<file path="src/rtl/alu_issue_stage_pkg.sv">
// Opcode encodings and compare-class decode shared by the ALU issue stage and the compare unit.
package alu_issue_stage_pkg;

    localparam int OP_W = 4;

    localparam logic [OP_W-1:0] OP_EQ = 4'b0111;
    localparam logic [OP_W-1:0] OP_NE = 4'b1001;
    localparam logic [OP_W-1:0] OP_GT = 4'b1010;
    localparam logic [OP_W-1:0] OP_LT = 4'b1011;
    localparam logic [OP_W-1:0] OP_GE = 4'b1110;
    localparam logic [OP_W-1:0] OP_LE = 4'b1111;

    function automatic logic is_cmp_op(input logic [OP_W-1:0] op);
        logic hit;
        hit = 1'b0;
        case (op)
            OP_EQ, OP_NE, OP_GT, OP_LT, OP_GE, OP_LE: hit = 1'b1;
            default:                                  hit = 1'b0;
        endcase
        return hit;
    endfunction

endpackage

</file>
<file path="src/rtl/alu_issue_stage.sv">
// Registered issue stage with a 2-entry (main + skid) buffer feeding the compare unit / ALU.
// Latency 1 cycle when main is empty or drains; in_ready is a flop, low only while skid is occupied.
module alu_issue_stage
    import alu_issue_stage_pkg::*;
#(
    parameter int WIDTH = 8,
    parameter int OPW   = OP_W,
    parameter int CNT_W = 16
) (
    input  logic             clk,
    input  logic             rst,
    input  logic             flush,
    input  logic             in_valid,
    output logic             in_ready,
    input  logic [WIDTH-1:0] in_A,
    input  logic [WIDTH-1:0] in_B,
    input  logic [OPW-1:0]   in_op_sel,
    output logic             out_valid,
    input  logic             out_ready,
    output logic [WIDTH-1:0] A,
    output logic [WIDTH-1:0] B,
    output logic [OPW-1:0]   op_sel,
    output logic             is_cmp,
    output logic [CNT_W-1:0] issue_cnt
);

    typedef struct packed {
        logic [WIDTH-1:0] a;
        logic [WIDTH-1:0] b;
        logic [OPW-1:0]   op;
    } pkt_t;

    pkt_t             main_q, main_d;
    pkt_t             skid_q, skid_d;
    pkt_t             in_pkt;
    logic             main_v_q, main_v_d;
    logic             skid_v_q, skid_v_d;
    logic             in_ready_q, in_ready_d;
    logic [CNT_W-1:0] issue_cnt_q, issue_cnt_d;
    logic             in_fire;
    logic             out_fire;

    assign in_pkt   = '{a: in_A, b: in_B, op: in_op_sel};
    assign in_fire  = in_valid & in_ready_q;
    assign out_fire = main_v_q & out_ready;

    always_comb begin
        main_d      = main_q;
        skid_d      = skid_q;
        main_v_d    = main_v_q;
        skid_v_d    = skid_v_q;
        issue_cnt_d = issue_cnt_q + CNT_W'(out_fire);

        if (flush) begin
            // Data registers keep their stale contents; only the valids are dropped.
            main_v_d = 1'b0;
            skid_v_d = 1'b0;
        end else if (!main_v_q || out_fire) begin
            if (skid_v_q) begin
                main_d   = skid_q;
                main_v_d = 1'b1;
                skid_v_d = in_fire;
                if (in_fire) begin
                    skid_d = in_pkt;
                end
            end else if (in_fire) begin
                main_d   = in_pkt;
                main_v_d = 1'b1;
            end else begin
                main_v_d = 1'b0;
            end
        end else if (in_fire) begin
            skid_d   = in_pkt;
            skid_v_d = 1'b1;
        end

        in_ready_d = !skid_v_d;
    end

    always_ff @(posedge clk) begin
        if (rst) begin
            main_q      <= '0;
            skid_q      <= '0;
            main_v_q    <= 1'b0;
            skid_v_q    <= 1'b0;
            in_ready_q  <= 1'b1;
            issue_cnt_q <= '0;
        end else begin
            main_q      <= main_d;
            skid_q      <= skid_d;
            main_v_q    <= main_v_d;
            skid_v_q    <= skid_v_d;
            in_ready_q  <= in_ready_d;
            issue_cnt_q <= issue_cnt_d;
        end
    end

    assign in_ready  = in_ready_q;
    assign out_valid = main_v_q;
    assign A         = main_q.a;
    assign B         = main_q.b;
    assign op_sel    = main_q.op;
    assign is_cmp    = main_v_q & is_cmp_op(main_q.op);
    assign issue_cnt = issue_cnt_q;

endmodule

</file>
<file path="config.mk">
export PLATFORM = sky130hd
export DESIGN_NAME = alu_issue_stage
export DESIGN_NICKNAME = d
export VERILOG_FILES = /design/src/rtl/alu_issue_stage_pkg.sv /design/src/rtl/alu_issue_stage.sv
export SDC_FILE = /design/constraint.sdc
export NUM_CORES = 1
export LEC_CHECK = 0
export BUFFER_PORTS_ARGS = -buffer_cell sky130_fd_sc_hd__buf_2
export CORE_AREA = 3 3 106 68
export DETAILED_ROUTE_END_ITERATION = 10
export DIE_AREA = 0 0 109 71
export REMOVE_ABC_BUFFERS = 1
export SLEW_MARGIN = 20
export SYNTH_ARGS = -nofsm -noshare
export SYNTH_HDL_FRONTEND = slang
export SYNTH_SLANG_ARGS = --single-unit
</file>
<file path="constraint.sdc">
create_clock -name clk -period 1.4 [get_ports clk]
set_input_delay 0.14 -clock clk [delete_from_list [all_inputs] [get_ports clk]]
set_output_delay 0.14 -clock clk [all_outputs]
set_load 0.01 [all_outputs]
</file>
# [Yosys cells after proc, flatten, opt, wreduce, memory -nomap -nowiden]
# Cells that the tools add are included.
[totals] regBits=59
[op_classes] n_reduce_logical=8 addsub=1 n_eq_ne=7 n_mux=12 bitwise_logic=4
[op_table] operator="$mux 20" n=5
[op_table] operator="$eq 4x4->1 const B" n=5
[op_table] operator="$add 16x1->16" n=1
[op_table] operator="$mux 1" n=7
[op_table] operator="$reduce_or 6->1" n=1
[op_table] operator="$eq 4x3->1 const B" n=1
[op_table] operator="$and 1x1->1" n=3
[op_table] operator="$reduce_and 3->1" n=1
[op_table] operator="$logic_not 1->1" n=2
[op_table] operator="$ne 2x2->1 const B" n=1
[op_table] operator="$reduce_and 2->1" n=1
[op_table] operator="$reduce_bool 2->1" n=1
[op_table] operator="$reduce_or 2->1" n=1
[op_table] operator="$logic_or 1x1->1" n=1
[op_table] operator="$not 1->1" n=1

# [Depth between registers and ports, before layout]
[logic_depth] depth_word=5 ltp_mapped=7 depth_no_buf=7

# [Least setup slack after synthesis]
# OpenSTA, ideal clock, no wires.
[synth_path] kind="register to register" start="reg main_v_q (netlist: out_valid)" end="reg issue_cnt_q[14] (netlist: issue_cnt[14])" setup_ns=0.128 path_stages_with_launch=8 slack_ns=-0.203 path_buffers=0 synth_period_minus_slack_ns=1.603 t_arrival_ns=1.475 cell_sequence="dfxtp_1 and2_1 ha_1 ha_1 nand4_1 nor4_1 xnor2_1 nor2_1"
[synth_via] elab_chain_len=2
[synth_lines] element="from (decl)" line="alu_issue_stage.sv:36" rtl="logic main_v_q, main_v_d;"
[synth_lines] element="from (signal assigned)" line="alu_issue_stage.sv:91" rtl="main_v_q <= main_v_d;"
[synth_lines] element="$and 1x1->1" line="alu_issue_stage.sv:45" rtl="assign out_fire = main_v_q & out_ready;"
[synth_lines] element="$add 16x1->16" line="alu_issue_stage.sv:52" rtl="issue_cnt_d = issue_cnt_q + CNT_W'(out_fire);"
[synth_lines] element="to (signal assigned)" line="alu_issue_stage.sv:94" rtl="issue_cnt_q <= issue_cnt_d;"
[synth_lines] element="to (decl)" line="alu_issue_stage.sv:39" rtl="logic [CNT_W-1:0] issue_cnt_q, issue_cnt_d;"
# Every way passes these cells.
# A chain may end at the register's enable or synchronous reset.

# [Worst setup path after layout]
[layout_path] start="reg main_v_q (netlist: out_valid)" end="reg issue_cnt_q[13] (netlist: issue_cnt[13])"
# Same word-level chain as after synthesis.

==> metrics <==
status finished, violations left; failing checks negative setup slack; clock slew at reported path FFs 0.06 ns; Seq/Total Area, Yosys 47.6%; Num CTS Buffers 9; clock root buffer clkbuf_8; CTS tree done; Max Cap Viol 0; core area 6420 um^2; die area 7740 um^2; RR Startpoint out_valid; HP Start in_A[6]; final worst setup slack -0.142 ns; worst slack, placed -0.214 ns; NumNets Final 387; worst endpoint required time 1.60 ns; worst-path fanout max 4; Tmin final 1.54 ns; hold path depth 3; Die X 109 um; Worst Reg-to-Reg Cells 8; DPL Wire Length 4.16 mm; crit share post-route 110%; clock sink count 59; FP Rows 23; Synth cell types 30; Initial DRC Count 131; Peak supply drop 626 uV; Area growth, synth to finish 53.5%; clk buf depth 2; clk_lat worst skew 0.32 ns; vias per cell 4.90; Buffers on Ports 63; Final Hold Viols 0; most frequent CP cell buf_4; RSZ-0062 raised after global routing yes; Yosys top cell by area dfxtp_1; vias in the first global route 2,043; global-route wire length before repair 10.0 mm; Post-synth EDFFs 0; initial core utilization 38.7%; DR DRC count 0; routed len/inst 15.2 um; Die Span Y 71 um; worst hold endpoint skid_q[18]; post-synth top area share 47.6%; antenna viol nets, final 0; cell family with most CP delay simple AND/OR/NAND/NOR gates; Leak Pwr 0.00174 uW; Total GRT Usage 17.0%; #FFs+latches synth 59; HP Class primary input to flop; CP bufs+invs 2; actual slew at the worst max-slew pin 0.380 ns; mapped cell area 2480 um^2; final WL 6.82 mm; setup slack, reg-to-reg -0.14 ns; Worst setup EP type flop; largest net degree at the start of global routing 29; Synth top cells by count dfxtp_1 (59), nor2_1 (54), mux2i_1 (40); fin area 3810 um^2; Mean Syn Cell Area 9.97 um^2; ys flop type dfxtp_1; Async SR Flop Fraction 0%; pwr/cell area 954 nW/um^2; fmax 648 MHz; Placer Congestion 0.857; via count 2,204; CP cell instances and2_4 > buf_4 > ha_4 > nand3_4 > nor4_4 > buf_4 > xnor2_2 > nor2_1; CP max stage cell dfxtp_2; critical path type flop to flop; DR pass1 iterations 4; Max-slew headroom 74.7%; Clock Skew 0.00625 ns; layout filler cell count 551; Final Max Slew Viols 0; Post-Synthesis Cells 249; grt ovf 0; n_diodes 0; final setup fails 38; Post-DP Area 3140 um^2; CP Launch Type flop; share of cells above drive strength 1 49.6%; Syn. warnings 0; Synth area leaders dfxtp_1 (48%), mux2i_1 (16%), nor2_1 (8.2%), a211oi_2 (5.0%), a211oi_1 (3.3%); # IOs 64; H-Tree Depth 3; most used standard cell by instance count after synthesis dfxtp_1; initial antenna violation count 0; CP peak stage delay 0.32 ns; R2R Path End issue_cnt[13]; data arrival time of the critical path 1.74 ns
[routing by layer]
metal | wire length (um) | up-vias | global-route usage, %
li1 | - | 1091 | -
met1 | 3420 | 1058 | 23.4
met5 | 0 | - | 0
met2 | 3040 | 46 | 24.5
met3 | 271 | 9 | 6.84
met4 | 87 | 0 | 5.04
[power by group]
group	internal [uW]	leakage [uW]	switching (uW)
clock	872	0.000105	607
combinational	190	0.00115	208
sequential	1730	0.000482	30.6
total	2790	0.00174	845
[tightest hold or removal path: cells and delay by family]
kind          cells  cell delay, ns
buf+inv           1            0.08
mux               1            0.05
simple gates      1            0.07
[timing repair]
action	in CTS	in global routing
cloned	2	3
pin swaps	10	15
resized for setup	27	34
endpoints found under the setup margin	40	51
setup buffers	3	10
hold buffers	0	0
[flip-flops by register name, indices dropped and copies added, names as in the netlist]
name / flops
B: 8
issue_cnt: 16
skid_q: 20
skid_v_q: 1
op_sel: 4
A: 8
in_ready: 1
out_valid: 1
[worst max path at each step]
stage,from,slack [ns],to,depth (start not counted)
final,out_valid,-0.14,issue_cnt[13],8
after global routing,out_valid,-0.23,issue_cnt[10],8
after CTS,op_sel[2],-0.11,is_cmp,4
after detailed placement,out_valid,-0.21,issue_cnt[15],7
after global placement,out_valid,-0.23,issue_cnt[15],7
after floorplan,skid_v_q,-1.58,A[4],4
[placed cells by master (no fill, tap or decap), types with 2 or more instances in the layout]
master    count
a211oi_1      2
a211oi_2     19
buf_12        3
buf_16        2
buf_2        63
buf_4        36
buf_6         9
clkbuf_8     14
dfxtp_1      53
dfxtp_2       6
ha_4          3
inv_1         4
mux2i_1      37
mux2i_2       3
nand2_1       5
nand3_1       3
nand3_4       2
nand4_1       4
nor2_1       54
nor2b_1       3
nor3_1        2
nor3_4        4
nor4_2        2
nor4_4        2
o21ai_0       2
xnor2_1       7
xnor2_2       2
xor2_1        4
[layout make-up]
cell class                 count  area (um^2)  area share, %
inverter                       4         15.0          0.394
timing repair buffer         114          827           21.7
clock buffer                  14          193           5.06
tap                           87          109           2.86
multi-input combinational    171         1470           38.7
sequential                    59         1190           31.2
clock inverter                 1         5.00          0.131
[cell families after synthesis]
logic type / synth area share [%]
multiplexers: 16.6
flip-flops: 47.6
buffers and inverters: 3.53
XOR/XNOR: 4.59
AND/OR/NAND/NOR: 16.4
adder cells (fa/ha/maj): 1.51
AO/OA/AOI/OAI: 9.83
[through the flow]
step | total power, uW | hold slack (ns) | setup TNS, ns | cells | util [%]
after floorplan | 1940 | 0.205 | -58.74 | 234 | -
after global placement | 2110 | 0.386 | -2.52 | 417 | 49.0
after detailed placement | 2120 | 0.390 | -3.46 | 417 | 49.0
after CTS | 3620 | 0.0487 | -1.55 | 437 | 55.5
after global routing | 3810 | 0.0437 | -5.64 | 450 | 59.4
final | 3640 | 0.0625 | -1.91 | 450 | 59.4
Note: power is estimated with default switching activity, not from simulation.
